$ cat src/rtl/sirius_pkg.sv
// Shared definitions for the Sirius MIPS core: COP0 exception codes, the
// default exception vector and the commit-stage controller state encoding.
package sirius_pkg;

  typedef enum logic [4:0] {
    INT  = 5'd0,
    ADEL = 5'd4,
    ADES = 5'd5,
    SYS  = 5'd8,
    BP   = 5'd9,
    RI   = 5'd10,
    OV   = 5'd12
  } exc_code_t;

  // Which address COP0 should record as BadVAddr for the winning exception.
  typedef enum logic [1:0] {
    BAD_NONE = 2'd0,
    BAD_PC   = 2'd1,
    BAD_MEM  = 2'd2
  } bad_sel_t;

  typedef enum logic {
    IDLE     = 1'b0,
    REDIRECT = 1'b1
  } ctrl_state_t;

  localparam logic [31:0] EXC_VECTOR_DEFAULT = 32'hBFC0_0380;

endpackage

$ cat src/rtl/exc_prio_enc.sv
// Fixed-priority exception encoder: picks the highest-priority raised cause
// and reports its COP0 code and which address feeds BadVAddr.
module exc_prio_enc
  import sirius_pkg::*;
(
  input  logic      int_pend,
  input  logic      f_adel,
  input  logic      f_ri,
  input  logic      f_ov,
  input  logic      f_sys,
  input  logic      f_bp,
  input  logic      f_adel_ld,
  input  logic      f_ades,
  output logic      hit,
  output exc_code_t code,
  output bad_sel_t  bad_sel
);

  always_comb begin
    hit     = 1'b1;
    code    = INT;
    bad_sel = BAD_NONE;
    if (int_pend) begin
      code = INT;
    end else if (f_adel) begin
      code    = ADEL;
      bad_sel = BAD_PC;
    end else if (f_ri) begin
      code = RI;
    end else if (f_ov) begin
      code = OV;
    end else if (f_sys) begin
      code = SYS;
    end else if (f_bp) begin
      code = BP;
    end else if (f_adel_ld) begin
      code    = ADEL;
      bad_sel = BAD_MEM;
    end else if (f_ades) begin
      code    = ADES;
      bad_sel = BAD_MEM;
    end else begin
      hit = 1'b0;
    end
  end

endmodule

$ cat src/rtl/exception_ctrl.sv
// Commit-stage exception/ERET arbiter: drives COP0 capture inputs in the
// commit cycle, flushes the pipeline and holds a PC redirect until fetch takes it.
module exception_ctrl
  import sirius_pkg::*;
#(
  parameter logic [31:0] EXC_VECTOR = EXC_VECTOR_DEFAULT
) (
  input  logic        clk,
  input  logic        rst,
  input  logic        inst_valid,
  input  logic        mem_stall,
  input  logic [31:0] pc,
  input  logic        in_delay_slot,
  input  logic [31:0] mem_addr,
  input  logic        f_adel,
  input  logic        f_ri,
  input  logic        f_ov,
  input  logic        f_sys,
  input  logic        f_bp,
  input  logic        f_adel_ld,
  input  logic        f_ades,
  input  logic        f_eret,
  input  logic        allow_interrupt,
  input  logic [7:0]  interrupt_flag,
  input  logic [31:0] epc_address,
  output logic        exp_en,
  output logic        exp_badvaddr_en,
  output logic [31:0] exp_badvaddr,
  output logic        exp_bd,
  output logic [4:0]  exp_code,
  output logic [31:0] exp_epc,
  output logic        exl_clean,
  output logic        flush,
  output logic        redirect_valid,
  output logic [31:0] redirect_pc,
  input  logic        redirect_ready
);

  ctrl_state_t state_q, state_d;
  logic        int_pend_q, int_pend_d;
  logic [31:0] redirect_pc_q, redirect_pc_d;

  logic        commit;
  logic        take_exc;
  logic        take_eret;
  logic        prio_hit;
  exc_code_t   prio_code;
  bad_sel_t    prio_bad_sel;

  exc_prio_enc u_prio_enc (
    .int_pend  (int_pend_q),
    .f_adel    (f_adel),
    .f_ri      (f_ri),
    .f_ov      (f_ov),
    .f_sys     (f_sys),
    .f_bp      (f_bp),
    .f_adel_ld (f_adel_ld),
    .f_ades    (f_ades),
    .hit       (prio_hit),
    .code      (prio_code),
    .bad_sel   (prio_bad_sel)
  );

  always_comb begin
    // Gating with rst keeps every COP0 output quiet while reset is held.
    commit    = inst_valid & ~mem_stall & (state_q == IDLE) & ~rst;
    take_exc  = commit & prio_hit;
    take_eret = commit & ~prio_hit & f_eret;

    exp_en          = 1'b0;
    exp_badvaddr_en = 1'b0;
    exp_badvaddr    = 32'd0;
    exp_bd          = 1'b0;
    exp_code        = 5'd0;
    exp_epc         = 32'd0;
    exl_clean       = 1'b0;
    redirect_pc_d   = redirect_pc_q;
    state_d         = state_q;

    if (take_exc) begin
      exp_en          = 1'b1;
      exp_code        = prio_code;
      exp_bd          = in_delay_slot;
      exp_epc         = in_delay_slot ? (pc - 32'd4) : pc;
      exp_badvaddr_en = (prio_bad_sel != BAD_NONE);
      exp_badvaddr    = (prio_bad_sel == BAD_PC)  ? pc :
                        (prio_bad_sel == BAD_MEM) ? mem_addr : 32'd0;
      redirect_pc_d   = EXC_VECTOR;
    end else if (take_eret) begin
      exp_en        = 1'b1;
      exl_clean     = 1'b1;
      exp_epc       = epc_address;
      redirect_pc_d = epc_address;
    end

    unique case (state_q)
      IDLE:     if (take_exc || take_eret) state_d = REDIRECT;
      REDIRECT: if (redirect_ready)        state_d = IDLE;
      default:  state_d = IDLE;
    endcase

    int_pend_d     = allow_interrupt & (|interrupt_flag);
    flush          = take_exc | take_eret | (state_q == REDIRECT);
    redirect_valid = (state_q == REDIRECT);
    redirect_pc    = redirect_pc_q;
  end

  always_ff @(posedge clk) begin
    if (rst) begin
      state_q       <= IDLE;
      int_pend_q    <= 1'b0;
      redirect_pc_q <= 32'd0;
    end else begin
      state_q       <= state_d;
      int_pend_q    <= int_pend_d;
      redirect_pc_q <= redirect_pc_d;
    end
  end

endmodule

$ cat config.mk
export PLATFORM = sky130hd
export DESIGN_NAME = exception_ctrl
export DESIGN_NICKNAME = d
export VERILOG_FILES = /design/src/rtl/sirius_pkg.sv /design/src/rtl/exc_prio_enc.sv /design/src/rtl/exception_ctrl.sv
export SDC_FILE = /design/constraint.sdc
export NUM_CORES = 1
export LEC_CHECK = 0
export ABC_AREA = 1
export CORE_AREA = 2 2 98 100
export DETAILED_ROUTE_END_ITERATION = 8
export DIE_AREA = 0 0 100 102
export PLACE_DENSITY_LB_ADDON = 0.1
export SETUP_SLACK_MARGIN = 0.02
export SYNTH_ARGS = -nofsm -noshare
export SYNTH_HDL_FRONTEND = slang
export SYNTH_HIERARCHICAL = 1
export SYNTH_SLANG_ARGS = --single-unit
$ cat constraint.sdc
create_clock -name clk -period 2.2 [get_ports clk]
set_input_delay 0.44 -clock clk [delete_from_list [all_inputs] [get_ports clk]]
set_output_delay 0.44 -clock clk [all_outputs]
set_load 0.005 [all_outputs]
* Word level (Yosys, flattened, before mapping)
Index checks and enable logic that the tools add are counted.
Widths: inputs -> output; s select.
** Cells by class
- Mux-type cells :: 41
- Reductions and logical operators :: 5
- Bitwise operators :: 13
- $add $sub $neg :: 1
- Equal/unequal tests :: 2
** Operator list (count)
- $mux 32 :: 8
- $mux 5 :: 8
- $sub 32x3->32 const B :: 1
- $mux 2 :: 8
- $mux 1 :: 15
- $reduce_or 8->1 :: 1
- $and 1x1->1 :: 7
- $not 1->1 :: 4
- $reduce_bool 2->1 :: 2
- $mux 3 :: 1
- $eq 2x1->1 const B :: 1
- $eq 2x2->1 const B :: 1
- $or 1x1->1 :: 2
- $pmux 1 s2 :: 1
- $reduce_or 2->1 :: 1
- $logic_or 1x1->1 :: 1
** Word-level totals
- Input bits :: 119
- Register bits after elaboration :: 34
- Output and inout bits :: 107
- Word-level logic and storage cells :: 66

* Logic depth before layout (Yosys ltp)
Gate-level depths: netlist (run 1).
- Depth in word-level cells :: 14
- Gate-level depth with buffers :: 11
- Mapped depth without buffers :: 11

* By module
The synthesis (run 1) kept the hierarchy.
** Modules (own cells, without submodules)
- exception_ctrl :: cells each 545, area an instance 3011.6 sq um, times used 1, seq. area each 680.7 sq um
- exc_prio_enc :: cells each 29, area an instance 122.6 sq um, times used 1, seq. area each 0.0 sq um

* Worst setup path after synthesis (run 1)
No wires, ideal clock.
- Path type :: input-to-output
- Start :: input f_ades
- End :: output exp_badvaddr[10]
- Slack :: 0.305 ns
- Cell stages on the path :: 9
- Path buffers :: 2
- Data required time :: 1.760 ns
- Data arrival time :: 1.455 ns
- Cells stage by stage :: inv_2 > nand2_1 > nand2_1 > nor2_1 > clkbuf_1 > nor2_1 > clkbuf_1 > nand2_1 > a21oi_1
** On the way
- Word-level cells in the longest chain between the ends :: 12
- Elaborated cells on any way between the ends :: 22
- Those cells by class :: eq/ne: 2; mux: 19; bitwise: 1
** Ends and longest elaborated chain
- from (decl) :: RTL line exception_ctrl.sv:21 : input logic f_ades,
- $mux 2 (*) :: RTL line exc_prio_enc.sv:39 : end else if (f_ades) begin
- $mux 2 (*) :: RTL line exc_prio_enc.sv:36 : end else if (f_adel_ld) begin
- $mux 2 (*) :: RTL line exc_prio_enc.sv:34 : end else if (f_bp) begin
- $mux 2 (*) :: RTL line exc_prio_enc.sv:32 : end else if (f_sys) begin
- $mux 2 (*) :: RTL line exc_prio_enc.sv:30 : end else if (f_ov) begin
- $mux 2 (*) :: RTL line exc_prio_enc.sv:28 : end else if (f_ri) begin
- $mux 2 (*) :: RTL line exc_prio_enc.sv:25 : end else if (f_adel) begin
- $mux 2 (*) :: RTL line exc_prio_enc.sv:23 : if (int_pend) begin
- via prio_bad_sel[1] :: RTL line exception_ctrl.sv:48 : bad_sel_t prio_bad_sel;
- $eq 2x2->1 :: RTL line exception_ctrl.sv:87 : (prio_bad_sel == BAD_MEM) ? mem_addr : 32'd0;
- $mux 32 :: RTL line exception_ctrl.sv:87
- $mux 32 (*) :: RTL line exception_ctrl.sv:86 : exp_badvaddr = (prio_bad_sel == BAD_PC) ? pc :
- $mux 32 (*) :: RTL line exception_ctrl.sv:80 : if (take_exc) begin
- to (decl) :: RTL line exception_ctrl.sv:28 : output logic [31:0] exp_badvaddr,
Mark *: on every way through the listed nets, which the timed path passes. The rest lies on a longest branch.

* Worst setup path in the final report (run 1)
- Start :: register int_pend_q
- End :: output exp_badvaddr[20]
** On the way
- Elaborated cells on any way between the ends :: 8
- Those cells by class :: eq/ne: 2; mux: 5; bitwise: 1
** RTL lines
- from (decl) :: RTL line exception_ctrl.sv:40 : logic int_pend_q, int_pend_d;
- from (signal assigned) :: RTL line exception_ctrl.sv:115 : int_pend_q <= int_pend_d;
- $mux 1 :: RTL line exc_prio_enc.sv:23
- via prio_hit :: RTL line exception_ctrl.sv:46 : logic prio_hit;
- $and 1x1->1 :: RTL line exception_ctrl.sv:67 : take_exc = commit & prio_hit;
- $mux 32 :: RTL line exception_ctrl.sv:80
The timed path passes the listed nets, and every way through them passes these cells.

==> results of run 1 <==
## timing repair
item                                    in CTS  in global routing
endpoints found under the hold margin        0                  0
pin swaps                                   89                 53
buffers inserted                            60                 13
resized for setup                          617                113
endpoints found under the setup margin      73                 73
cloned                                      10                  1
## metal layers
metal	up-vias	part of all wire	routed length, um
li1	2668	-	-
met1	2785	0.36	7710
met2	443	0.48	10400
met3	138	0.097	2080
met4	2	0.061	1310
met5	-	0.00056	12
## report_power, final
| group | total (mW) | switching (mW) | internal, mW | leakage (nW) |
|---|---|---|---|---|
| registers | 0.636 | 0.00724 | 0.629 | 0.276 |
| logic | 0.931 | 0.448 | 0.483 | 3.33 |
| clock network | 0.752 | 0.297 | 0.455 | 0.0683 |
| total | 2.32 | 0.752 | 1.57 | 3.67 |
## area by class of cell
type | count | area [um^2] | share of cell area
inverters | 66 | 263 | 0.0332
repair buffers | 428 | 3730 | 0.471
multi-input cells | 446 | 2960 | 0.374
well taps | 111 | 139 | 0.0175
diodes | 1 | 2.50 | 0.000316
clock inverters | 3 | 68.8 | 0.00869
clock buffers | 5 | 68.8 | 0.00869
flip-flops and latches | 34 | 683 | 0.0863
## stage by stage
step | area [um^2] | instances | setup WS [ps] | hold slack, ps | power, mW
floorplan | 3130 | 574 | 305 | 456 | 0.839
global placement | 6430 | 1013 | -821 | 447 | 1.33
detailed placement | 6430 | 1013 | -858 | 450 | 1.34
CTS | 7700 | 1090 | -143 | 463 | 2.23
global route | 7920 | 1094 | -253 | 483 | 2.40
finish | 7920 | 1094 | -239 | 462 | 2.32
## state kept, by name (all words and copies together) (netlist names)
name / count
redirect_pc: 32
int_pend_q: 1
redirect_valid: 1
## cells by family (layout without fill, tap and decap cells)
family,after synthesis,after routing,synth area share
AOI/OAI and AO/OA,96,96,0.161
xor gates and xnor gates,2,2,0.00559
adders and majority gates,1,1,0.00399
buffers and inverters,94,502,0.129
DFF,34,34,0.217
other,1,2,0.00120
and+or+nand+nor,346,346,0.482
## placed cells by master (no fill, tap or decap), drive strengths merged, types with 2 or more instances in the layout
master,count
inv,65
clkinv,2
o21ai,25
buf,285
nand3,64
nand2,187
dlygate4sd2,18
clkdlybuf4s50,111
dfxtp,34
a21oi,54
xor2,2
clkbuf,11
o22ai,2
clkdlybuf4s15,8
nor2,77
a31oi,13
nand4,10
o21bai,2
nor3,5
bufinv,2
nor4,2
## worst min-delay path, cell delays in order, from the launching register on
cell	delay, ps
dfxtp_1	310
nand2_1	60
a21oi_1	50
## path summary, 6_finish.rpt
check | from | endpoint | slack (ps) | depth (start not counted)
worst max register to register | int_pend_q$_SDFF_PP0_ | redirect_pc[2]$_SDFFE_PP0N_ | 250 | 12
worst min register to register | redirect_pc[21]$_SDFFE_PP0N_ | redirect_pc[21]$_SDFFE_PP0N_ | 460 | 2
worst min-delay path | redirect_pc[21]$_SDFFE_PP0N_ | redirect_pc[21]$_SDFFE_PP0N_ | 460 | 2
worst max-delay path | int_pend_q$_SDFF_PP0_ | exp_badvaddr[20] | -240 | 11
==> flow_metrics.py, run 1 <==
metrics = {
    "global_routing": {
        "grtUsageMet2": 0.664,
        "grt_util_met3": 0.0896,
        "grt_max_degree": 32,
        "use_met1": 0.420,
        "busiest_layer": "met2",
        "grt_pass1_wl_um": 29900,
        "antenna_found_initial": 2,
        "track_usage": 0.372,
        "grt_pass1_vias": 5879,
        "overflow": 0,
    },
    "clock_network": {
        "cts.sinks": 34,
        "cts_buffers": 5,
        "cts_buffer_depth": 2,
        "clk_pin_slew_worst_paths_ps": 90,
        "cts_hold_buf": 0,
        "clock_latency_ps": 300,
        "clockRootBuffer": "clkbuf_8",
        "h-tree-depth": 2,
        "cts_tree": "done",
    },
    "setup_path": {
        "critical_path.cell_chain": "inv_2, nand4_1, inv_1, nand2_2, inv_2, nor2_4, clkinv_4, buf_8, buf_8, a21oi_2, buf_2",
        "path_max_fanout": 7,
        "path_delay_family": "buffers and inverters",
        "crit_type": "flop to primary output",
        "setup.worst_path.start_class": "flop",
        "crit_path_max_incr_delay_ps": 360,
        "crit_slowest_cell": "dfxtp_2",
        "critPathRequiredTime_ps": 1760,
        "timing.critical_path.buf_inv": 7,
        "arrival_ps": 2000,
        "setup.worst_path.end_class": "primary output",
    },
    "die": {
        "die-area_um2": 10200,
        "io_pins": 226,
        "rows": 35,
        "core_um2": 9110,
        "die_w_um": 100,
        "die_h_um": 102,
        "start_util": 0.344,
    },
    "routing": {
        "drc": 0,
        "drt_first_iter_violations": 438,
        "drtAntennaViolNets": 0,
        "wirelength_um": 21500,
        "via_count": 6036,
        "avgRoutedWirePerCell_um": 19.6,
        "firstDrtPassIters": 5,
        "via_per_inst": 5.52,
    },
    "sta": {
        "timing.setup.tns_ps": -9600,
        "finalWorstSetupSlack_ps": -239,
        "max_freq_mhz": 410,
        "slew_viol_final": 0,
        "finalSetupViolCount": 70,
        "fin_crit_ps": 2440,
        "period_share": 1.11,
        "finClkSkew_ps": 8.36,
        "hold_viol": 0,
        "rsz0062_at_grt": "true",
    },
    "placed_design": {
        "gp_congestion": 0.976,
        "port_buffers": 224,
        "dpl.hpwl_um": 12500,
    },
    "synthesis": {
        "ys_types": 28,
        "synth_commonest_cells": "nand2_1 (181), nand3_1 (64), nor2_1 (64)",
        "synthDominantCellAreaShare": 0.217,
        "synth_area_um2": 3130,
        "ys_top_cells_by_area": "dfxtp_1 (22%), nand2_1 (22%), nand3_1 (10%)",
        "synth_top_area_cell": "dfxtp_1",
        "synth_ff_type": "dfxtp_1",
        "synthArstFlopShare": 0,
        "synth_edf_count": 0,
        "seq_area_frac_synth": 0.217,
        "avgSynthCellArea_um2": 5.46,
        "yosysMostFrequentCell": "nand2_1",
        "syn_inst": 574,
        "yosysWarnings": 6,
        "synth_seq_cells": 34,
        "syn_nets": 694,
    },
    "power_and_ir_drop": {
        "p_leak_nw": 3.67,
        "vdd.ir_drop.worst_mv": 0.284,
        "power.density_nw_per_um2": 293,
    },
    "final_layout": {
        "layout.nets": 1101,
        "drive_gt1_frac": 0.538,
        "fill_cells": 511,
        "syn_to_final_growth_pct": 153,
        "post-route-util": 0.869,
    },
    "flow_run": {
        "drv_cap": 0,
    },
    "run_status": {
        "violations": "setup timing",
        "outcome": "finished, violations left",
    },
    "hold_path": {
        "hold_path.class": "flop to flop",
    },
}
(Power assumes the default switching activity.)
==> run 2, diff against run 1 <==
--- a/config.mk
+++ b/config.mk
@@ -10,7 +10,6 @@
 export DETAILED_ROUTE_END_ITERATION = 8
 export DIE_AREA = 0 0 100 102
 export PLACE_DENSITY_LB_ADDON = 0.1
-export SETUP_SLACK_MARGIN = 0.02
 export SYNTH_ARGS = -nofsm -noshare
 export SYNTH_HDL_FRONTEND = slang
 export SYNTH_HIERARCHICAL = 1
==> flow_metrics.py, run 2 (same netlist as run 1, synthesis figures left out) <==
metrics = {
    "flow_run": {
        "drv_cap": 0,
    },
    "setup_path": {
        "crit_type": "input port to primary output",
        "crit_start": "pc[7]",
        "path_max_fanout": 4,
        "r2r-end": "redirect_pc[18]$_SDFFE_PP0N_",
        "critPathRequiredTime_ps": 1760,
        "arrival_ps": 1960,
        "setup.worst_path.end_class": "primary output",
        "setup.worst_path.start_class": "input port",
        "reg2reg_depth": 12,
        "rrSetupSlack_ps": 350,
        "timing.rr.start": "int_pend_q$_SDFF_PP0_",
        "crit_end": "exp_epc[24]",
    },
    "sta": {
        "period_share": 1.09,
        "max_freq_mhz": 417,
        "worst_slew_pin_slew_ps": 485,
        "finalSetupViolCount": 64,
        "rsz0062_at_grt": "true",
        "finalWorstSetupSlack_ps": -199,
        "fin_crit_ps": 2400,
        "slew_viol_final": 0,
        "timing.setup.tns_ps": -5310,
        "slew_headroom": 0.673,
        "hold_viol": 0,
        "finClkSkew_ps": 8.67,
    },
    "clock_network": {
        "clk_pin_slew_worst_paths_ps": 80,
        "clock_latency_ps": 300,
        "cts.sinks": 34,
        "cts_hold_buf": 0,
        "cts_tree": "done",
        "cts_buffer_depth": 2,
        "h-tree-depth": 2,
        "cts_buffers": 5,
        "clockRootBuffer": "clkbuf_8",
    },
    "routing": {
        "wirelength_um": 21500,
        "firstDrtPassIters": 5,
        "drc": 0,
        "drtAntennaViolNets": 0,
        "via_count": 5966,
        "avgRoutedWirePerCell_um": 19.6,
        "drt_first_iter_violations": 442,
        "via_per_inst": 5.43,
    },
    "global_routing": {
        "grt_pass1_wl_um": 30300,
        "grt_pass1_vias": 5895,
        "grt_max_degree": 32,
        "track_usage": 0.377,
        "antenna_found_initial": 1,
        "overflow": 0,
    },
    "hold_path": {
        "hold_path.class": "flop to flop",
    },
    "die": {
        "start_util": 0.344,
        "die_h_um": 102,
        "die_w_um": 100,
        "die-area_um2": 10200,
        "core_um2": 9110,
        "rows": 35,
        "io_pins": 226,
    },
    "run_status": {
        "outcome": "finished, violations left",
        "violations": "setup timing",
    },
    "power_and_ir_drop": {
        "p_leak_nw": 3.72,
        "power.density_nw_per_um2": 292,
        "power_mw": 2.33,
        "vdd.ir_drop.worst_mv": 0.282,
    },
    "final_layout": {
        "final_common_cell": "buf_4",
        "drive_gt1_frac": 0.536,
        "layout.nets": 1106,
        "fin_area_um2": 7980,
        "final_cell_mix": "buf_4 (154), nand2_1 (119), clkdlybuf4s50_1 (111), buf_2 (72), inv_1 (44)",
        "syn_to_final_growth_pct": 155,
        "largest_register_ffs": 32,
        "fill_cells": 485,
        "fin_cells": 1099,
    },
    "placed_design": {
        "place_inst": 1013,
        "dpl.hpwl_um": 12500,
        "port_buffers": 224,
        "dpl_worst_slack_ps": -858,
        "gp_congestion": 0.976,
        "placed_cell_area_um2": 6430,
    },
}
## run 2: changes by cell type in the layout (fill, tap and decap cells not counted), sizes merged
cell,before,now
clkbuf,11,12
inv,65,66
clkinv,2,1
buf,285,287
dlygate4sd2,18,20
## run 2: power breakdown
part           switching (mW)  internal [mW]  total (mW)
clock network           0.299          0.455       0.754
registers             0.00702          0.629       0.636
logic                   0.446          0.493       0.938
total                   0.751           1.58        2.33
## run 2: layout make-up
| cell class | instances | area [um^2] | share of cell area |
|---|---|---|---|
| Clock inverter | 3 | 68.8 | 0.00863 |
| Tap cell | 111 | 139 | 0.0174 |
| Multi-Input combinational cell | 446 | 2940 | 0.368 |
| Antenna cell | 1 | 2.50 | 0.000314 |
| Sequential cell | 34 | 683 | 0.0856 |
| Inverter | 66 | 258 | 0.0323 |
| Clock buffer | 5 | 68.8 | 0.00863 |
| Timing Repair Buffer | 433 | 3820 | 0.479 |
## run 2: worst max-delay path, cell delays in order
cell and delay, ps:
clkdlybuf4s15_2 270, buf_4 190, inv_1 90, nand2_1 90, nor2_4 120, buf_4 120
buf_4 110, nand4_1 140, nand2_2 130, nand3_4 80, nand2_1 60, buf_2 110
## run 2: metrics by stage
| step | hold slack, ps | util |
|---|---|---|
| global placement | 447 | 0.706 |
| detailed placement | 450 | 0.706 |
| floorplan | 456 | - |
| CTS | 463 | 0.856 |
| finish | 461 | 0.876 |
| global route | 483 | 0.876 |
## run 2: repair_timing
item	CTS	global route
gates resized for setup	603	101
gates cloned	11	0
setup endpoints to repair	73	73
buffers inserted	62	13
pin swaps	90	59
## run 2: worst min-delay path by stage
stage,slack (ps),endpoint,from,depth (start not counted)
after floorplan,460,redirect_pc[10]$_SDFFE_PP0N_,redirect_pc[10]$_SDFFE_PP0N_,2
after global placement,450,redirect_pc[0]$_SDFFE_PP0N_,redirect_pc[0]$_SDFFE_PP0N_,2
after global routing,480,redirect_pc[21]$_SDFFE_PP0N_,redirect_pc[21]$_SDFFE_PP0N_,2
after detailed placement,450,redirect_pc[1]$_SDFFE_PP0N_,redirect_pc[1]$_SDFFE_PP0N_,2
after CTS,460,redirect_pc[1]$_SDFFE_PP0N_,redirect_pc[1]$_SDFFE_PP0N_,2
final,460,redirect_pc[21]$_SDFFE_PP0N_,redirect_pc[21]$_SDFFE_PP0N_,2
## run 2: layer usage
| metal | part of all wire | track usage | vias up |
|---|---|---|---|
| met3 | 0.099 | 0.0951 | 110 |
| li1 | - | - | 2681 |
| met2 | 0.48 | 0.667 | 364 |
| met5 | 0 | 0 | - |
| met1 | 0.36 | 0.424 | 2811 |
| met4 | 0.059 | 0.187 | 0 |
